<file path="src/rtl/mux_func_scanner.sv">
// Sequencer for an external 8x1 mux used as a 4-input function generator.
// Sweeps ABCD = 0..15 and returns the truth table and minterm count.
module mux_func_scanner #(
  parameter int unsigned SETTLE = 0
) (
  input  logic        clk,
  input  logic        rst_n,
  input  logic        cfg_valid,
  output logic        cfg_ready,
  input  logic [15:0] cfg_code,
  input  logic        start,
  input  logic        abort,
  output logic        busy,
  output logic        done,
  output logic [15:0] truth_tbl,
  output logic [4:0]  ones_cnt,
  output logic [7:0]  mux_a,
  output logic [2:0]  mux_s,
  output logic        mux_en,
  input  logic        mux_y
);

  typedef enum logic [1:0] {
    IDLE,
    SCAN,
    DONE
  } state_t;

  localparam logic [3:0] SETTLE_W = 4'(SETTLE);

  state_t      state;
  logic [15:0] cfg;
  logic [3:0]  idx;
  logic [3:0]  wait_cnt;
  logic [15:0] mask;
  logic [4:0]  cnt;
  logic        last;

  assign last = (wait_cnt == SETTLE_W);

  always_ff @(posedge clk or negedge rst_n) begin
    if (!rst_n) begin
      state     <= IDLE;
      cfg       <= '0;
      idx       <= '0;
      wait_cnt  <= '0;
      mask      <= '0;
      cnt       <= '0;
      cfg_ready <= 1'b1;
      busy      <= 1'b0;
      done      <= 1'b0;
      truth_tbl <= '0;
      ones_cnt  <= '0;
    end else begin
      done <= 1'b0;
      unique case (state)
        IDLE: begin
          if (cfg_valid) cfg <= cfg_code;
          if (start) begin
            state     <= SCAN;
            idx       <= '0;
            wait_cnt  <= '0;
            mask      <= '0;
            cnt       <= '0;
            busy      <= 1'b1;
            cfg_ready <= 1'b0;
          end
        end
        SCAN: begin
          if (abort) begin
            state     <= IDLE;
            busy      <= 1'b0;
            cfg_ready <= 1'b1;
          end else if (last) begin
            wait_cnt  <= '0;
            mask[idx] <= mux_y;
            cnt       <= cnt + {4'b0, mux_y};
            if (idx == 4'd15) begin
              // Publish here so results are valid while done is high.
              state     <= DONE;
              busy      <= 1'b0;
              done      <= 1'b1;
              truth_tbl <= mask | {mux_y, 15'b0};
              ones_cnt  <= cnt + {4'b0, mux_y};
            end else begin
              idx <= idx + 4'd1;
            end
          end else begin
            wait_cnt <= wait_cnt + 4'd1;
          end
        end
        DONE: begin
          state     <= IDLE;
          cfg_ready <= 1'b1;
        end
        default: state <= IDLE;
      endcase
    end
  end

  always_comb begin
    mux_a  = '0;
    mux_s  = '0;
    mux_en = 1'b0;
    if (state == SCAN) begin
      mux_en = 1'b1;
      mux_s  = idx[2:0];
      for (int i = 0; i < 8; i++) begin
        unique case (cfg[2*i +: 2])
          2'b00:   mux_a[i] = 1'b0;
          2'b01:   mux_a[i] = 1'b1;
          2'b10:   mux_a[i] = idx[3];
          default: mux_a[i] = ~idx[3];
        endcase
      end
    end
  end

endmodule

</file>
<file path="config.mk">
export PLATFORM = sky130hd
export DESIGN_NAME = mux_func_scanner
export DESIGN_NICKNAME = d
export VERILOG_FILES = /design/src/rtl/mux_func_scanner.sv
export SDC_FILE = /design/constraint.sdc
export NUM_CORES = 1
export LEC_CHECK = 0
export ABC_CLOCK_PERIOD_IN_PS = 3500
export BUFFER_PORTS_ARGS = -buffer_cell sky130_fd_sc_hd__buf_2
export CAP_MARGIN = 20
export CORE_ASPECT_RATIO = 0.8
export CORE_UTILIZATION = 45
export DETAILED_ROUTE_END_ITERATION = 12
export PLACE_DENSITY = 0.65
export SYNTH_ARGS = -nofsm -noshare
export SYNTH_HDL_FRONTEND = slang
export SYNTH_SLANG_ARGS = --single-unit
</file>
<file path="constraint.sdc">
create_clock -name clk -period 3.5 [get_ports clk]
set_clock_uncertainty 0.05 [all_clocks]
set_input_delay 0.175 -clock clk [delete_from_list [all_inputs] [get_ports clk]]
set_output_delay 0.175 -clock clk [all_outputs]
set_load 0.01 [all_outputs]
</file>
==> results of run 1 <==
synthesized netlist by cell type, drive strengths merged (4+ instances only):
cell and count:
inv 18, dfrtp 70, a31oi 7, nor3 5, xnor2 9, or2 4
a21oi 5, buf 7, nand4 4, nand2 45, and2 12, a22o 14
ha 12, a21o 5, clkbuf 12, nor2 5, mux2 29, nand3 7
o21ai 35, nand2b 5, nand3b 4
power by group through the flow:
stage                     combinational, mW  clock (mW)  sequential [mW]
after global placement                 1.03           0             1.10
final                                  1.05       0.653             1.10
after floorplan                       0.777           0             1.08
after detailed placement               1.04           0             1.11
after CTS                              1.05       0.667             1.10
after global routing                   1.17       0.709             1.12
metrics by stage:
step | power, mW | utilization
2_1_floorplan | 1.86 | -
3_3_place_gp | 2.13 | 0.520
3_5_place_dp | 2.15 | 0.520
4_1_cts | 2.82 | 0.560
5_1_grt | 3.00 | 0.560
6_report | 2.80 | 0.560
worst min-delay path by stage:
stage	end	slack [ns]	depth (start not counted)
final	ones_cnt[3]$_DFFE_PN0P_	-0.03	2
after global routing	cfg[11]$_DFFE_PN0P_	0.0002	2
after CTS	cfg[2]$_DFFE_PN0P_	0.003	2
after detailed placement	cfg[1]$_DFFE_PN0P_	0.36	2
after global placement	cfg[7]$_DFFE_PN0P_	0.36	2
after floorplan	busy$_DFFE_PN0P_	-0.17	0
layout make-up:
class                   count  area, sq um
fillers                   715         3300
flip-flops and latches     71         1780
multi-input cells         229         1620
repair buffers             70          408
clock buffers              10          138
well taps                 105          131
inverters                  18         67.6
clock inverters             6         60.1
routing by layer:
| layer | up-vias | global-route usage |
|---|---|---|
| li1 | 1302 | - |
| met1 | 1303 | 0.271 |
| met2 | 77 | 0.311 |
| met3 | 4 | 0.0723 |
| met4 | 0 | 0.0551 |
| met5 | - | 0 |
kinds of logic (layout without fill, tap and decap cells):
logic type,Yosys count,count (layout)
simple gates,99,99
compound gates,79,79
flops,71,71
buf+inv,37,104
mux,30,30
fa+ha+maj,12,12
xor+xnor,9,9
registers in the layout, summed over array words and instances, names as in the netlist:
name / cells
cfg: 16
mask: 16
truth_tbl: 16
cnt: 5
ones_cnt: 5
idx: 4
wait_cnt: 4
state: 2
busy: 1
cfg_ready: 1
done: 1
repair_timing:
item,4_1_cts,5_1_grt
hold buffers,10,0
hold endpoints to repair,10,0
gates resized for setup,0,0
critical path, cell delays in order, from the launching register on:
cell and delay [ns]:
dfrtp_1 0.40, inv_1 0.11, ha_1 0.60, inv_1 0.26, o21ai_2 0.58, nor3_1 0.23
a22o_1 0.28
==> impl_metrics.py, run 1 <==
metrics = {
    "hold_path": {
        "hp-class": "primary input to asynchronous set/reset pin",
    },
    "finish": {
        "layout_commonest_cell": "dfrtp_1",
        "final_cell_count_no_fill": 509,
        "area_growth_pct": 18.3,
        "drive_gt1_frac": 0.260,
        "num-nets-final": 433,
        "n_antenna_cell": 0,
        "mostFrequentLayoutCells": "dfrtp_1 (70), buf_2 (57), nand2_1 (45)",
        "stdcell_area_sq_um": 4200,
    },
    "floorplan": {
        "rows": 28,
        "initial_core_util": 0.473,
        "ios": 58,
        "fp.dieW_microns": 101,
        "die-area_sq_um": 8240,
        "core_area_sq_um": 7500,
        "die_y_microns": 81.4,
    },
    "power_and_ir_drop": {
        "pwr-share-comb": 0.375,
        "switchingPower_mw": 1.05,
        "p_leak_nw": 2.03,
        "powerDensity_nw_per_um2": 667,
        "p_clk_frac": 0.233,
        "ir_drop_uv": 520,
        "switching_share": 0.376,
        "p_int_mw": 1.75,
        "seqPwrFrac": 0.392,
    },
    "placement": {
        "port_buffers": 57,
        "place_congestion": 0.763,
        "dp_hpwl_microns": 5030,
        "placed_cell_area_sq_um": 3900,
        "dp_slack_ns": 0.947,
        "dp.cells": 483,
    },
    "clocking": {
        "clockBufferDepth": 2,
        "cts_buffers": 9,
        "cts_tree": "built",
        "clk_pin_slew_worst_paths_ns": 0.07,
        "clock_latency_ns": 0.35,
        "htreeDepth": 3,
        "cts.sinks": 71,
        "post_cts_buffers": 0,
        "root_buffer": "clkbuf_8",
    },
    "routing": {
        "wl_microns": 7420,
        "num_vias": 2686,
        "wl_per_cell_microns": 14.6,
        "dr.max_layer_used": "met4",
        "drc": 0,
        "drt_iter0_drc": 119,
        "dr.pass1.iters": 4,
        "wl_met1_microns": 3600,
        "route.met2.wl_microns": 3340,
        "dr_wl_met3_microns": 443,
        "via_per_inst": 5.28,
        "ant_nets": 0,
    },
    "synthesis": {
        "synth_nets": 371,
        "ys_types": 43,
        "netlist_instances": 337,
        "synth_warnings": 0,
        "yosys-top-cells-area": "dfrtp_1 (49%), mux2_2 (6.0%), nand2_1 (4.8%), ha_1 (4.2%), o21ai_0 (4.0%)",
        "async_reset_ff_frac": 1.00,
        "netlist.area_leader.share": 0.494,
        "synthSimpleGateAreaFrac": 0.143,
        "synth_compound_area_frac": 0.153,
        "avgSynthCellArea_sq_um": 10.5,
        "yosys.area.top_type": "dfrtp_1",
        "synthAdderAreaFrac": 0.0423,
        "ys.flop_type": "dfrtp_1",
        "ys_seq_area_frac": 0.501,
        "synth_edf_count": 0,
        "synthMuxAreaShare": 0.0949,
        "synth_xor_area_frac": 0.0222,
        "synthesis.area_sq_um": 3550,
        "synth_top_family_by_area": "compound AO/OA/AOI/OAI gates",
        "synth-seq-cells": 71,
    },
    "sta": {
        "whs_ns": -0.0317,
        "setup_violations": 0,
        "max_freq_mhz": 380,
        "setup_ws_ns": 0.870,
        "min_period_ns": 2.63,
        "worst_pin_slew_ns": 0.884,
        "hold_viol": 37,
        "rsz0062_at_grt": "no",
        "max-slew-margin-rel": 0.411,
        "finalMaxSlewViolations": 0,
        "finalSetupTns_ns": 0,
        "timing.final.crit_share": 0.751,
    },
    "grt": {
        "grt_max_degree": 72,
        "grt_usage": 0.202,
        "grt_pass1_vias": 2606,
        "grt_pass1_wl_microns": 12600,
        "grt_overflow": 0,
        "antenna_found_initial": 0,
    },
    "critical_path": {
        "reg2reg_from": "state[1]$_DFFE_PN0P_",
        "r2r_slack_ns": 0.87,
        "cp-end-kind": "flop",
        "critical_path_class": "flop to flop",
        "cp.arrival_ns": 2.82,
        "cp.required_ns": 3.69,
        "startpoint": "state[1]$_DFFE_PN0P_",
        "timing.rr.end": "mask[2]$_DFFE_PN0P_",
        "cp-start-kind": "flop",
        "worstPathMaxFanout": 20,
        "critical_path.endpoint": "mask[2]$_DFFE_PN0P_",
        "r2r_cells": 6,
    },
    "status": {
        "violations": "hold timing",
        "outcome": "complete, but fails checks",
    },
    "run": {
        "cap_viol_max_count": 0,
    },
}
(Power assumes the default switching activity.)
==> run 2, diff against run 1 <==
--- a/config.mk
+++ b/config.mk
@@ -5,7 +5,7 @@
 export SDC_FILE = /design/constraint.sdc
 export NUM_CORES = 1
 export LEC_CHECK = 0
-export ABC_CLOCK_PERIOD_IN_PS = 3500
+export ABC_CLOCK_PERIOD_IN_PS = 2750
 export BUFFER_PORTS_ARGS = -buffer_cell sky130_fd_sc_hd__buf_2
 export CAP_MARGIN = 20
 export CORE_ASPECT_RATIO = 0.8
==> constraint.sdc (replaced) <==
create_clock -name clk -period 2.75 [get_ports clk]
set_clock_uncertainty 0.05 [all_clocks]
set_input_delay 0.1375 -clock clk [delete_from_list [all_inputs] [get_ports clk]]
set_output_delay 0.1375 -clock clk [all_outputs]
set_load 0.01 [all_outputs]
==> run 2 against run 1 <==
Compared with the run above:
- the run now ends clean
- largest power group unchanged
- flip-flop and latch count did not move
- combinational power increased by 32%
- utilization up 2.1 points
==> impl_metrics.py, run 2 (synthesis gave the netlist of run 1 again) <==
metrics = {
    "clocking": {
        "clk_pin_slew_worst_paths_ns": 0.07,
        "clockBufferDepth": 2,
        "ctsHoldBuffers": 17,
        "cts_buffers": 9,
        "root_buffer": "clkbuf_8",
        "post_cts_buffers": 0,
        "clock_latency_ns": 0.36,
        "cts.sinks": 71,
        "cts_tree": "built",
        "htreeDepth": 3,
        "ctsResizeCount": 0,
    },
    "floorplan": {
        "initial_core_util": 0.473,
        "die-area_sq_um": 8240,
        "die_y_microns": 81.4,
        "rows": 28,
        "fp.dieW_microns": 101,
        "core_area_sq_um": 7500,
        "ios": 58,
    },
    "placement": {
        "placed_cell_area_sq_um": 3940,
        "port_buffers": 57,
        "dp_hpwl_microns": 5090,
        "place_congestion": 0.809,
        "dp_slack_ns": 0.518,
    },
    "grt": {
        "grt_use_met2": 0.324,
        "grt_usage": 0.207,
        "grtUsageMet3": 0.0621,
        "grt_overflow": 0,
        "antenna_found_initial": 0,
        "use_met1": 0.276,
        "grt_max_degree": 40,
        "grt_pass1_vias": 2549,
        "grt_pass1_wl_microns": 12700,
        "grt-busiest-layer": "met2",
    },
    "critical_path": {
        "cp.required_ns": 2.99,
        "cp-start-kind": "flop",
        "critical_path_class": "flop to flop",
        "cp-end-kind": "flop",
        "cp.arrival_ns": 2.51,
        "worstPathMaxFanout": 17,
    },
    "sta": {
        "timing.final.crit_share": 0.827,
        "setup_ws_ns": 0.476,
        "rsz0062_at_grt": "no",
        "worst_pin_slew_ns": 0.749,
        "min_period_ns": 2.27,
        "setup_violations": 0,
        "max_freq_mhz": 440,
        "hold_viol": 0,
        "whs_ns": 0.0668,
        "finalMaxSlewViolations": 0,
        "finalSetupTns_ns": 0,
        "max-slew-margin-rel": 0.501,
    },
    "hold_path": {
        "hp-class": "primary input to flop",
    },
    "finish": {
        "mostFrequentLayoutCells": "dfrtp_1 (70), buf_2 (57), nand2_1 (45)",
        "drive_gt1_frac": 0.261,
        "stdcell_area_sq_um": 4360,
        "num-nets-final": 444,
        "layout_commonest_cell": "dfrtp_1",
        "largestRegisters": "cfg x16, mask x16, truth_tbl x16",
        "area_growth_pct": 22.8,
        "n_antenna_cell": 0,
    },
    "power_and_ir_drop": {
        "switchingPower_mw": 1.35,
        "seqPwrFrac": 0.366,
        "ir_drop_uv": 577,
        "pwr-share-comb": 0.366,
        "p_int_mw": 2.46,
        "powerDensity_nw_per_um2": 874,
        "p_total_mw": 3.81,
        "p_clk_frac": 0.268,
        "switching_share": 0.355,
        "p_leak_nw": 2.11,
    },
    "routing": {
        "wl_per_cell_microns": 14.9,
        "via_per_inst": 5.13,
        "dr.pass1.iters": 4,
        "drt_iter0_drc": 127,
        "drc": 0,
        "num_vias": 2660,
        "ant_nets": 0,
        "wl_microns": 7740,
    },
    "status": {
        "outcome": "completed",
    },
    "run": {
        "cap_viol_max_count": 0,
    },
}
==> run 2: cell types whose count changed in the layout (fill, tap and decap cells not counted), sizes merged <==
cell / change
dlygate4sd3: +7
clkinv: -2
clkinvlp: -1
buf: +4
bufinv: +2
==> run 2: path summary, 6_finish.rpt <==
kind	from	end	slack (ns)	depth (start not counted)
worst max-delay path	state[1]$_DFFE_PN0P_	mask[2]$_DFFE_PN0P_	0.48	7
worst min-delay path	start	state[0]$_DFFE_PN0P_	0.07	3
worst max register to register	state[1]$_DFFE_PN0P_	mask[2]$_DFFE_PN0P_	0.48	7
worst min register to register	truth_tbl[12]$_DFFE_PN0P_	truth_tbl[12]$_DFFE_PN0P_	0.43	2
max in group asynchronous	rst_n	cfg_ready$_DFFE_PN1P_	1.60	3
min in group asynchronous	rst_n	cnt[4]$_DFFE_PN0P_	0.33	2
==> run 2: cell type report <==
class	instances	area, sq um
Fill cell	673	3140
Sequential cell	71	1780
Clock inverter	5	106
Multi-Input combinational cell	229	1620
Inverter	18	67.6
Clock buffer	10	138
Tap cell	105	131
Timing Repair Buffer	81	520
==> run 2: critical path, stage by stage (launching register included) <==
cell     delay (ns)
dfrtp_1        0.39
inv_1          0.10
ha_1           0.20
buf_4          0.23
mux2_2         0.30
o21ai_2        0.22
nor3_1         0.49
a22o_1         0.22
==> run 2: power by group through the flow <==
| stage | logic, mW | registers [mW] | clock network, mW |
|---|---|---|---|
| 6_report | 1.39 | 1.39 | 1.02 |
| 2_1_floorplan | 0.989 | 1.38 | 0 |
| 3_3_place_gp | 1.35 | 1.40 | 0 |
| 3_5_place_dp | 1.36 | 1.41 | 0 |
| 4_1_cts | 1.39 | 1.39 | 1.04 |
| 5_1_grt | 1.55 | 1.42 | 1.08 |
==> run 2: metrics by stage <==
| stage | std cells | util |
|---|---|---|
| 6_report | 519 | 0.581 |
| 2_1_floorplan | 337 | - |
| 4_1_cts | 519 | 0.581 |
| 3_5_place_dp | 487 | 0.526 |
| 3_3_place_gp | 487 | 0.526 |
| 5_1_grt | 519 | 0.581 |
==> run 2: metal layers <==
layer	share of wire	routed length, microns
met1	0.49	3790
met2	0.45	3460
met3	0.050	385
met4	0.014	106
met5	0	0
